<file path="config.mk">
export PLATFORM = sky130hd
export DESIGN_NAME = vga_pmod_timing
export DESIGN_NICKNAME = d
export VERILOG_FILES = /design/src/rtl/vga_pmod_timing.sv
export SDC_FILE = /design/constraint.sdc
export NUM_CORES = 1
export LEC_CHECK = 0
export BUFFER_PORTS_ARGS = -buffer_cell sky130_fd_sc_hd__clkbuf_2
export CORE_MARGIN = 2
export CORE_UTILIZATION = 40
export DETAILED_ROUTE_END_ITERATION = 8
export GPL_ROUTABILITY_DRIVEN = 0
export PLACE_DENSITY = 0.58
export SLEW_MARGIN = 30
export SYNTH_ARGS = -nofsm -noshare
export SYNTH_HDL_FRONTEND = slang
export SYNTH_SLANG_ARGS = --single-unit
</file>
<file path="constraint.sdc">
create_clock -name clk -period 1.8 [get_ports clk]
set_input_delay 0.09 -clock clk [delete_from_list [all_inputs] [get_ports clk]]
set_output_delay 0.09 -clock clk [all_outputs]
set_load 0.01 [all_outputs]
</file>
<file path="src/rtl/vga_pmod_timing.sv">
`default_nettype none
// ============================================================================
// Module   : vga_pmod_timing
// Brief    : VGA timing counters, latency-matched sync and TinyVGA PMOD packing
// Revision : 1.0
// ============================================================================
module vga_pmod_timing #(
    parameter int   H_ACTIVE   = 640,
    parameter int   H_FRONT    = 16,
    parameter int   H_SYNC     = 96,
    parameter int   H_BACK     = 48,
    parameter int   V_ACTIVE   = 480,
    parameter int   V_FRONT    = 10,
    parameter int   V_SYNC     = 2,
    parameter int   V_BACK     = 33,
    parameter logic H_POL      = 1'b0,
    parameter logic V_POL      = 1'b0,
    parameter int   PIPE_DELAY = 2,
    parameter int   COLOR_BITS = 2
) (
    input  logic                      clk,
    input  logic                      rst,
    input  logic                      en,
    output logic [9:0]                x,
    output logic [9:0]                y,
    output logic                      active,
    output logic                      line_start,
    output logic                      frame_start,
    input  logic [3*COLOR_BITS-1:0]   rgb_in,
    output logic [7:0]                vga_pmod
);

    localparam int          c_H_TOTAL = H_ACTIVE + H_FRONT + H_SYNC + H_BACK;
    localparam int          c_V_TOTAL = V_ACTIVE + V_FRONT + V_SYNC + V_BACK;
    localparam logic [9:0]  c_H_LAST  = 10'(c_H_TOTAL - 1);
    localparam logic [9:0]  c_V_LAST  = 10'(c_V_TOTAL - 1);
    localparam logic [10:0] c_H_ACT   = 11'(H_ACTIVE);
    localparam logic [10:0] c_HS_BEG  = 11'(H_ACTIVE + H_FRONT);
    localparam logic [10:0] c_HS_END  = 11'(H_ACTIVE + H_FRONT + H_SYNC);
    localparam logic [10:0] c_V_ACT   = 11'(V_ACTIVE);
    localparam logic [10:0] c_VS_BEG  = 11'(V_ACTIVE + V_FRONT);
    localparam logic [10:0] c_VS_END  = 11'(V_ACTIVE + V_FRONT + V_SYNC);

    logic [9:0]  r_x;
    logic [9:0]  r_y;
    logic [10:0] w_x_ext;
    logic [10:0] w_y_ext;
    logic        w_active;
    logic        w_hs_raw;
    logic        w_vs_raw;
    logic [4:0]  w_tap;
    logic [4:0]  w_dly;
    logic        w_d_active;
    logic        w_d_hs;
    logic        w_d_vs;
    logic        w_d_x0;
    logic        w_d_y0;
    logic [1:0]  w_r;
    logic [1:0]  w_g;
    logic [1:0]  w_b;
    logic [1:0]  w_r_m;
    logic [1:0]  w_g_m;
    logic [1:0]  w_b_m;
    logic        w_hsync;
    logic        w_vsync;
    logic [7:0]  r_pmod;

    always_ff @(posedge clk) begin
        if (rst) begin
            r_x <= '0;
            r_y <= '0;
        end else if (en) begin
            if (r_x == c_H_LAST) begin
                r_x <= '0;
                r_y <= (r_y == c_V_LAST) ? 10'd0 : r_y + 10'd1;
            end else begin
                r_x <= r_x + 10'd1;
            end
        end
    end

    assign w_x_ext  = {1'b0, r_x};
    assign w_y_ext  = {1'b0, r_y};
    assign w_active = (w_x_ext < c_H_ACT) && (w_y_ext < c_V_ACT);
    assign w_hs_raw = (w_x_ext >= c_HS_BEG) && (w_x_ext < c_HS_END);
    assign w_vs_raw = (w_y_ext >= c_VS_BEG) && (w_y_ext < c_VS_END);

    assign x           = r_x;
    assign y           = r_y;
    assign active      = w_active;
    assign line_start  = (r_x == 10'd0);
    assign frame_start = (r_x == 10'd0) && (r_y == 10'd0);

    // The pixel parity travels with sync/blank so the dither phase matches the returned colour.
    assign w_tap = {w_active, w_hs_raw, w_vs_raw, r_x[0], r_y[0]};

    generate
        if (PIPE_DELAY == 0) begin : g_no_delay
            assign w_dly = w_tap;
        end else begin : g_delay
            logic [4:0] r_stage [PIPE_DELAY];
            always_ff @(posedge clk) begin
                if (rst) begin
                    for (int i = 0; i < PIPE_DELAY; i++) r_stage[i] <= '0;
                end else if (en) begin
                    r_stage[0] <= w_tap;
                    for (int i = 1; i < PIPE_DELAY; i++) r_stage[i] <= r_stage[i-1];
                end
            end
            assign w_dly = r_stage[PIPE_DELAY-1];
        end
    endgenerate

    assign {w_d_active, w_d_hs, w_d_vs, w_d_x0, w_d_y0} = w_dly;

    function automatic logic [1:0] f_dither(input logic [3:0] c, input logic [1:0] thr);
        logic [2:0] sum;
        sum = {1'b0, c[3:2]} + {2'b00, (c[1:0] > thr)};
        return sum[2] ? 2'b11 : sum[1:0];
    endfunction

    generate
        if (COLOR_BITS == 4) begin : g_dither
            logic [1:0] w_thr;
            always_comb begin
                w_thr = 2'd1;
                case ({w_d_x0, w_d_y0})
                    2'b00:   w_thr = 2'd0;
                    2'b10:   w_thr = 2'd2;
                    2'b01:   w_thr = 2'd3;
                    default: w_thr = 2'd1;
                endcase
            end
            assign w_r = f_dither(rgb_in[8 +: 4], w_thr);
            assign w_g = f_dither(rgb_in[4 +: 4], w_thr);
            assign w_b = f_dither(rgb_in[0 +: 4], w_thr);
        end else begin : g_direct
            logic w_unused_phase;
            assign w_unused_phase = w_d_x0 ^ w_d_y0;
            assign w_r = rgb_in[4 +: 2];
            assign w_g = rgb_in[2 +: 2];
            assign w_b = rgb_in[0 +: 2];
        end
    endgenerate

    assign w_r_m   = w_r & {2{w_d_active}};
    assign w_g_m   = w_g & {2{w_d_active}};
    assign w_b_m   = w_b & {2{w_d_active}};
    assign w_hsync = w_d_hs ? H_POL : ~H_POL;
    assign w_vsync = w_d_vs ? V_POL : ~V_POL;

    always_ff @(posedge clk) begin
        if (rst) begin
            r_pmod <= {~H_POL, 3'b000, ~V_POL, 3'b000};
        end else if (en) begin
            r_pmod <= {w_hsync, w_b_m[0], w_g_m[0], w_r_m[0],
                       w_vsync, w_b_m[1], w_g_m[1], w_r_m[1]};
        end
    end

    assign vga_pmod = r_pmod;

endmodule
`default_nettype wire
</file>
Word-level counts from Yosys, hierarchy flattened
Memory sizes are Yosys's and may differ from the RTL's.
Cells that the tools add are included.
Cells by class
  add/subtract/negate cells: 2
  magnitude comparators: 6
  eq/ne operators: 2
  mux-type cells: 11
  bitwise gates (word level): 5
  reductions and logical operators: 7
Operators with widths (count)
  adder 10 x 1 -> 10 bit, second input constant: 2
  == test 10 bit, second input constant: 2
  zero test 10 bit: 2
  less-than comparator 10 bit, second input constant: 2
  less-than comparator 10 x 9 -> 1 bit, second input constant: 2
  two-way mux 10 bit: 2
  greater-or-equal comparator 10 bit, second input constant: 1
  greater-or-equal comparator 10 x 9 -> 1 bit, second input constant: 1
  two-way mux 5 bit: 2
  two-way mux 1 bit: 7
  bitwise AND 2 bit: 3
  logical AND 1 bit: 4
  bitwise OR 1 bit: 2
  AND reduction 2 bit: 1
Storage, ports and cells
  register bits: 28
  RAM bits: 10
  input port bits: 9
  memories: 1
Memories
  g_delay.r_stage: words 2, bits a word 5, read ports 2, clocked after memory_dff 0, write ports 2, RTL line 101  | logic [4:0] r_stage [PIPE_DELAY];

Depth between registers and ports, before layout
Gate-level depths: netlist of run 1.
  depth in word-level cells: 4
  gate-level depth with buffers: 7
  depth with buffers taken out: 6

Worst setup path after synthesis of run 1
No wires, ideal clock.
  path type: register -> register
  start point: register r_x[0] (netlist: x[0])
  end point: register r_y[7] (netlist: y[7])
  arrival time: 1.526 ns
  setup slack: 0.144 ns
  cell stages (with the launch flop): 8
  period minus slack after synthesis: 1.656 ns
  cell sequence: dfxtp_1 ha_1 and4_4 buf_6 and4_1 buf_6 mux2i_1 nor3_2
Between the ends
  word-level cells in the longest chain between the ends: 2
Ends and longest elaborated chain
  start: declaration: RTL line 44  | logic [9:0] r_x;
  start signal: assignment: RTL line 77  | r_x <= r_x + 10'd1;
  == test 10 bit: RTL line 73  | if (r_x == c_H_LAST) begin
  AND reduction 2 bit (no line)
  end signal: assignment: RTL line 75  | r_y <= (r_y == c_V_LAST) ? 10'd0 : r_y + 10'd1;
  end: declaration: RTL line 45  | logic [9:0] r_y;
Every way passes these cells.
A chain may end at the register's enable or synchronous reset.

Worst setup path after layout of run 1
  start point: register r_x[3] (netlist: x[3])
  end point: output port frame_start
Between the ends
  word-level cells in the longest chain between the ends: 2
Ends and longest elaborated chain
  zero test 10 bit: RTL line 92  | assign frame_start = (r_x == 10'd0) && (r_y == 10'd0);
  logical AND 1 bit: RTL line 92
  end: declaration: RTL line 28  | output logic frame_start,
Every way passes these cells.

==> impl_metrics.yaml, run 1 <==
cts:
  clk_latency_ns: 0.28
  ctsRootBufferMaster: "clkbuf_8"
  clk_pin_slew_ns: 0.07
  cts_tree: "yes"
  cts_buffers: 5
  ctsHoldBuffers: 0
  clock_sinks: 34
  ctsLongestPathBuffers: 2
  htree_levels: 2
grt:
  grt_usage: 0.1740
  antenna_found_initial: 0
  grt_pass1_vias: 1489
  grt_start_max_net_pins: 21
  grt_pass1_wl_um: 6789
  grt_overflow: 0
yosys:
  synth.cell_area_um2: 1693
  yosysWarnings: 0
  synth-seq-cells: 34
  yosys.area.top_type_share: 0.3311
  syn_avg_cell_area_um2: 9.200
  synth_area_leaders: "dfxtp_1, edfxtp_1, nor2_1, a21oi_1, nand3_1"
  syn_inst: 184
  seq_area_frac_synth: 0.4375
  synth_cell_types: 45
  synth_top_cell_by_area: "dfxtp_1"
  syn-num-nets: 197
timing:
  worst_clock_skew_ns: 0.006313
  worst_hold_slack_ns: 0.02955
  timing.fmax_mhz: 578.7
  setup_violations: 0
  max_slew_margin: 0.6859
  fin_setup_tns_ns: 0
  fin_crit_sh: 0.9600
  tightest_slew_ns: 0.4702
  drv_slew: 0
  fin_crit_ns: 1.728
  hold_viol: 0
finish:
  area_growth_syn_to_layout_pct: 20.25
  fin_util: 0.5053
  drive_gt1_frac: 0.2838
  seq_area_um2: 740.7
  fillerInstances: 384
  final_common_cell: "clkbuf_2"
  multi_input_area_um2: 879.6
  diodes: 0
  nNetsFinal: 241
  final_cell_mix: "clkbuf_2, dfxtp_1, nor2_1, nand3_1, a21oi_1"
floorplan:
  start_util: 0.4202
  placementRows: 23
  die_x_um: 69.06
  placeableCoreArea_um2: 4029
  ios: 40
  dieArea_um2: 4769
  dieHeight_um: 69.06
power_and_ir_drop:
  vdd_drop_max_uv: 282.1
  power-per-cell-area_nw_per_um2: 701.8
  leakagePower_nw: 0.8352
status:
  outcome: "completed"
critical_path:
  worstPathArrival_ns: 1.64
  worstSetupEndpointType: "primary output"
  slowest_delay_ns: 0.34
  cp_max_fo: 6
  worstSetupPathType: "reg -> out"
  required_ns: 1.71
  path_cells: "buf_4 -> nor4_2 -> and4_1 -> and3_1 -> clkbuf_2"
  cp-start-kind: "register"
  slowest_stage: "dfxtp_1"
route:
  drc: 0
  wirelength_um: 4008
  drt_first_pass_iters: 4
  vias: 1490
  drtIter0Drc: 89
  wl_per_cell_um: 14.37
  ant_nets: 0
  vias_per_cell: 5.341
job:
  drv_cap: 0
placed_design:
  dp_hpwl_um: 2994
  numPortBuffers: 39
hold_path:
  hold_path_class: "in -> reg"
==> final timing paths <==
path                    start           to  slack, ns  depth (start not counted)
hold reg to reg   vga_pmod[3]  vga_pmod[3]       0.48                          2
setup reg to reg         x[0]         y[7]       0.10                          5
hold / removal      rgb_in[0]  vga_pmod[6]       0.03                          3
setup / recovery         x[3]  frame_start       0.07                          5
==> routing by layer <==
metal / up-vias / share of wire / global-route usage
met2: 26 / 0.51 / 0.3002
met1: 722 / 0.44 / 0.2126
met3: 4 / 0.033 / 0.03070
li1: 738 / - / -
met5: - / 0 / 0
met4: 0 / 0.011 / 0.07190
==> layout make-up <==
type	instances	share of cell area
clock buffers	6	0.03565
clock inverters	2	0.004917
inverters	8	0.01475
multi-input cells	134	0.4321
flip-flops and latches	34	0.3639
well taps	50	0.03073
repair buffers	45	0.1180
==> critical path, delay by kind of cell, from the launching register on <==
family                 cells  cell delay (ns)
flip-flops                 1             0.34
AND/OR/NAND/NOR            3             0.73
buffers and inverters      2             0.29
==> registers in the layout, indices dropped and copies added (netlist names) <==
name             flops
y                   10
vga_pmod             8
x                   10
g_delay.r_stage      6
==> report_power, final <==
part           switching, W  internal (W)
registers        0.00000931      0.000791
clock network      0.000268      0.000268
logic             0.0000554     0.0000370
==> stage by stage <==
step | instance area, um^2 | setup WS (ns) | std cells | power (W)
floorplan | 1693 | 0.1442 | 184 | 0.0008659
global placement | 1942 | 0.1845 | 271 | 0.0009061
detailed placement | 1942 | 0.08475 | 271 | 0.0009104
CTS | 2024 | 0.03623 | 279 | 0.001436
global route | 2036 | -0.003664 | 279 | 0.001481
finish | 2036 | 0.07208 | 279 | 0.001429
==> timing repair <==
| action | in CTS | in global routing |
|---|---|---|
| resized for setup | 0 | 3 |
| endpoints found under the setup margin | 0 | 7 |
| buffers inserted | 0 | 0 |
==> synthesized netlist by cell type (all sizes together) <==
library cell	count
nand4bb	1
nand3	11
dfxtp	28
and2b	1
mux2i	1
or2	1
edfxtp	6
nand2	10
ha	4
or3	1
xnor2	5
o31ai	1
o221ai	1
a21o	1
nand2b	1
a311oi	1
a21oi	11
xor2	6
nor2b	7
nand4b	2
o22ai	1
and4b	2
nor4	4
and2	5
nor4bb	1
o21ai	6
inv	8
nand4	4
clkbuf	3
and3	6
and4	5
buf	5
nor2	22
nor3	11
o21a	1
==> cell families after synthesis <==
group                      synth area share
xor gates and xnor gates            0.05691
buffers and inverters               0.04951
adders and majority gates           0.02957
muxes                              0.005913
DFF                                  0.4375
AOI/OAI and AO/OA                   0.07761
and+or+nand+nor                      0.3429
Note: power is estimated with default switching activity, not from simulation.
==> run 2: changes to the inputs <==
--- a/config.mk
+++ b/config.mk
@@ -11,6 +11,7 @@
 export DETAILED_ROUTE_END_ITERATION = 8
 export GPL_ROUTABILITY_DRIVEN = 0
 export PLACE_DENSITY = 0.58
+export RECOVER_POWER = 50
 export SLEW_MARGIN = 30
 export SYNTH_ARGS = -nofsm -noshare
 export SYNTH_HDL_FRONTEND = slang
==> run 2 against run 1 <==
Via count hardly changed. Clock-buffer cell count stayed put. Sequential power hardly changed. Final area is 1.6% lower. Clock power hardly changed. Largest power group unchanged. Clock skew hardly changed. Highest routed layer unchanged. Hold slack hardly changed.
==> impl_metrics.yaml, run 2 (same netlist as run 1, synthesis figures left out) <==
timing:
  max_slew_margin: 0.6802
  setup_violations: 0
  fin_setup_tns_ns: 0
  worst_clock_skew_ns: 0.006262
  hold_viol: 0
  fin_crit_sh: 0.9562
  timing.fmax_mhz: 581.0
  tightest_slew_ns: 0.4787
  fin_crit_ns: 1.721
  worst_hold_slack_ns: 0.02934
  drv_slew: 0
critical_path:
  regToRegSetupSlack_ns: 0.10
  cp-start-kind: "register"
  worstSetupPathType: "reg -> out"
  critPathCapture: "frame_start"
  crit_start: "x[3]"
  worstReg2RegEnd: "y[7]"
  reg2reg_depth: 5
  worstPathArrival_ns: 1.63
  cp_max_fo: 6
  reg2reg_from: "x[0]"
  required_ns: 1.71
  worstSetupEndpointType: "primary output"
finish:
  postLayoutCellArea_um2: 2003
  diodes: 0
  final_common_cell: "dfxtp_1"
  final_cell_mix: "dfxtp_1, nor2_1, clkbuf_2, clkbuf_1"
  area_growth_syn_to_layout_pct: 18.33
  nNetsFinal: 241
  drive_gt1_frac: 0.1965
route:
  wirelength_um: 4033
  vias_per_cell: 5.344
  vias: 1491
  drc: 0
  drtIter0Drc: 82
  drt_first_pass_iters: 4
  wl_per_cell_um: 14.46
  ant_nets: 0
power_and_ir_drop:
  vdd_drop_max_uv: 280.6
  power-per-cell-area_nw_per_um2: 711.8
  leakagePower_nw: 0.7642
job:
  drv_cap: 0
cts:
  clk_pin_slew_ns: 0.07
  clk_latency_ns: 0.28
  htree_levels: 2
  ctsRootBufferMaster: "clkbuf_8"
  ctsLongestPathBuffers: 2
  cts_tree: "yes"
  ctsHoldBuffers: 0
  cts_buffers: 5
  clock_sinks: 34
floorplan:
  placementRows: 23
  ios: 40
  die_x_um: 69.06
  dieArea_um2: 4769
  dieHeight_um: 69.06
  start_util: 0.4202
  placeableCoreArea_um2: 4029
placed_design:
  numPortBuffers: 39
  dp_hpwl_um: 2994
  placed_area_um2: 1942
hold_path:
  hold_path_class: "in -> reg"
grt:
  grt_start_max_net_pins: 21
  grt_pass1_vias: 1489
  grt_usage: 0.1740
  grt_pass1_wl_um: 6789
  antenna_found_initial: 0
  grt_overflow: 0
status:
  outcome: "completed"
==> run 2: timing repair <==
item,4_1_cts,5_1_grt
endpoints found under the hold margin,0,0
resized for setup,0,3
endpoints found under the setup margin,0,7
buffers inserted,0,0
==> run 2: how the worst min path moves through the flow <==
stage / from / endpoint / slack (ns) / cells past startpoint
2_1_floorplan: rst / vga_pmod[3] / 0.22 / 2
3_3_place_gp: rgb_in[5] / vga_pmod[0] / 0.31 / 3
3_5_place_dp: rgb_in[0] / vga_pmod[6] / 0.32 / 3
4_1_cts: rgb_in[0] / vga_pmod[6] / 0.03 / 3
5_1_grt: rgb_in[0] / vga_pmod[6] / 0.04 / 3
6_report: rgb_in[0] / vga_pmod[6] / 0.03 / 3
==> run 2: cell type report <==
cell class                      instances  area [um^2]
Fill cell                             397         2026
Multi-Input combinational cell        134        879.6
Sequential cell                        34        740.7
Timing Repair Buffer                   45        207.7
Clock buffer                            6        72.57
Tap cell                               50        62.56
Inverter                                8        30.03
Clock inverter                          2        10.01
==> run 2: report_power, final <==
part / total (W) / leakage, nW / internal (W) / switching [W]
Combinational: 0.0000888 / 0.427 / 0.0000332 / 0.0000556
Sequential: 0.000800 / 0.292 / 0.000791 / 0.00000932
Clock: 0.000537 / 0.0450 / 0.000268 / 0.000269
Total: 0.00143 / 0.764 / 0.00109 / 0.000334
==> run 2: metal layers <==
| layer | up-vias | part of all wire | global-route usage |
|---|---|---|---|
| met1 | 719 | 0.45 | 0.2126 |
| met4 | 0 | 0.011 | 0.07190 |
| met3 | 4 | 0.035 | 0.03070 |
| li1 | 738 | - | - |
| met2 | 30 | 0.51 | 0.3002 |
| met5 | - | 0 | 0 |
==> run 2: critical path, cell delays in order (launching register included) <==
cell and delay [ns]:
dfxtp_1 0.34, buf_4 0.17, nor4_2 0.29, and4_1 0.28, and3_1 0.16, clkbuf_2 0.12
==> run 2: through the flow <==
step	setup WS (ns)	util	std cells	total power [W]
after floorplan	0.1442	-	184	0.0008659
after CTS	0.03623	0.5025	279	0.001436
after global routing	-0.003667	0.4972	279	0.001478
final	0.07875	0.4972	279	0.001426
after global placement	0.1845	0.4820	271	0.0009061
after detailed placement	0.08475	0.4820	271	0.0009104
==> run 3: changes to the inputs <==
--- a/config.mk
+++ b/config.mk
@@ -6,13 +6,15 @@
 export NUM_CORES = 1
 export LEC_CHECK = 0
 export BUFFER_PORTS_ARGS = -buffer_cell sky130_fd_sc_hd__clkbuf_2
+export CAP_MARGIN = 20
 export CORE_MARGIN = 2
 export CORE_UTILIZATION = 40
 export DETAILED_ROUTE_END_ITERATION = 8
 export GPL_ROUTABILITY_DRIVEN = 0
+export HOLD_SLACK_MARGIN = 0.08
 export PLACE_DENSITY = 0.58
 export RECOVER_POWER = 50
-export SLEW_MARGIN = 30
+export SLEW_MARGIN = 20
 export SYNTH_ARGS = -nofsm -noshare
 export SYNTH_HDL_FRONTEND = slang
 export SYNTH_SLANG_ARGS = --single-unit
==> run 3 against run 2 <==
Via count up 2.2%. Sequential share of layout area down 1.1 points. Sequential cell count unchanged. Routed wire length up 2.3%. Highest routed layer unchanged. Critical endpoint unchanged. Die area unchanged. Hold slack better by 0.22 ns.
==> impl_metrics.yaml, run 3 (same netlist as run 1, synthesis figures left out) <==
placed_design:
  numPortBuffers: 39
  dp_hpwl_um: 2994
  dp_slack_ns: 0.08475
  placed_area_um2: 1942
  dp_cells: 271
floorplan:
  start_util: 0.4202
  dieHeight_um: 69.06
  dieArea_um2: 4769
  placementRows: 23
  die_x_um: 69.06
  ios: 40
  placeableCoreArea_um2: 4029
power_and_ir_drop:
  intPower_w: 0.001100
  comb_power_share: 0.069
  clock_power_share: 0.374
  power-per-cell-area_nw_per_um2: 696.0
  leakagePower_nw: 0.7871
  seq_power_share: 0.557
  vdd_drop_max_uv: 280.6
  swShare: 0.2344
  netSwitchingPower_w: 0.0003368
cts:
  clock_sinks: 34
  ctsRootBufferMaster: "clkbuf_8"
  htree_levels: 2
  clk_latency_ns: 0.28
  clk_pin_slew_ns: 0.07
  postCtsSetupBuffers: 0
  ctsLongestPathBuffers: 2
  cts_buffers: 5
  cts_tree: "yes"
timing:
  hold_viol: 0
  timing.fmax_mhz: 580.0
  worst_hold_slack_ns: 0.2462
  fin_crit_ns: 1.724
  setup_violations: 0
  fin_crit_sh: 0.9579
  max_slew_margin: 0.6826
  drv_slew: 0
  setup_slack_ns: 0.07581
  worst_clock_skew_ns: 0.006415
  tightest_slew_ns: 0.4751
critical_path:
  cp-start-kind: "register"
  slowest_delay_ns: 0.34
  worst-path-buf-inv: 2
  required_ns: 1.71
  slowest_stage: "dfxtp_1"
  worstSetupEndpointType: "primary output"
  cp_max_fo: 6
  cp_top_family: "simple AND/OR/NAND/NOR gates"
  worstSetupPathType: "reg -> out"
  path_cells: "buf_4 -> nor4_2 -> and4_1 -> and3_1 -> clkbuf_2"
  worstPathArrival_ns: 1.63
finish:
  diodes: 0
  final_cell_mix: "dfxtp_1, nor2_1, clkbuf_1, clkbuf_2"
  fillerInstances: 396
  final_common_cell: "dfxtp_1"
  postLayoutCellArea_um2: 2064
  nNetsFinal: 247
  area_growth_syn_to_layout_pct: 21.95
  fin_cells: 285
  drive_gt1_frac: 0.1872
route:
  vias_per_cell: 5.347
  drt_first_pass_iters: 4
  wirelength_um: 4126
  vias: 1524
  drtIter0Drc: 97
  wl_per_cell_um: 14.48
  ant_nets: 0
  drc: 0
grt:
  grt_pass1_wl_um: 6941
  grt_overflow: 0
  grt_start_max_net_pins: 21
  antenna_found_initial: 0
  grt_usage: 0.1780
  grt_pass1_vias: 1512
job:
  drv_cap: 0
status:
  outcome: "completed"
hold_path:
  hold_path_class: "in -> reg"
==> run 3: worst paths after layout <==
path                             startpoint           to  slack (ns)  depth (start not counted)
worst max-delay path                   x[3]  frame_start        0.08                          5
worst min-delay path                    rst  vga_pmod[6]        0.25                          3
worst max register to register         x[0]         y[7]        0.10                          5
worst min register to register  vga_pmod[3]  vga_pmod[3]        0.48                          2
==> run 3: worst reg2reg max path, stage by stage, from the launching register on <==
cell	delay, ns
dfxtp_1	0.42
ha_1	0.25
and4_4	0.31
and4_2	0.31
mux2i_1	0.25
nor3_2	0.06
==> run 3: stage by stage <==
| stage | total power, W | util | setup TNS, ns |
|---|---|---|---|
| 4_1_cts | 0.001446 | 0.5174 | 0 |
| 6_report | 0.001437 | 0.5124 | 0 |
| 5_1_grt | 0.001487 | 0.5124 | -0.001449 |
| 3_5_place_dp | 0.0009104 | 0.4820 | 0 |
| 3_3_place_gp | 0.0009061 | 0.4820 | 0 |
| 2_1_floorplan | 0.0008659 | - | 0 |
==> run 3: power by group through the flow <==
stage	clock, W	sequential, W	combinational, W
finish	0.000537	0.000800	0.0000995
global placement	0	0.000816	0.0000901
detailed placement	0	0.000818	0.0000928
floorplan	0	0.000820	0.0000460
CTS	0.000542	0.000800	0.000103
global route	0.000575	0.000802	0.000110
==> run 3: what timing repair did <==
action | in CTS | in global routing
setup endpoints to repair | 0 | 7
hold buffers | 6 | 0
gates resized for setup | 0 | 3
endpoints found under the hold margin | 6 | 0
==> run 3: area by class of cell <==
type                            instances  area (um^2)  area share
Inverter                                8        30.03     0.01455
Sequential cell                        34        740.7      0.3588
Clock inverter                          2        10.01    0.004848
Tap cell                               50        62.56     0.03030
Clock buffer                            6        72.57     0.03515
Timing Repair Buffer                   51        269.0      0.1303
Multi-Input combinational cell        134        879.6      0.4261
==> run 3: per-layer routing <==
layer,global-route usage,vias up,wire (um)
li1,-,749,-
met3,0.03070,6,163
met4,0.07843,0,64
met1,0.2210,737,1802
met2,0.3013,32,2095
met5,0,-,0
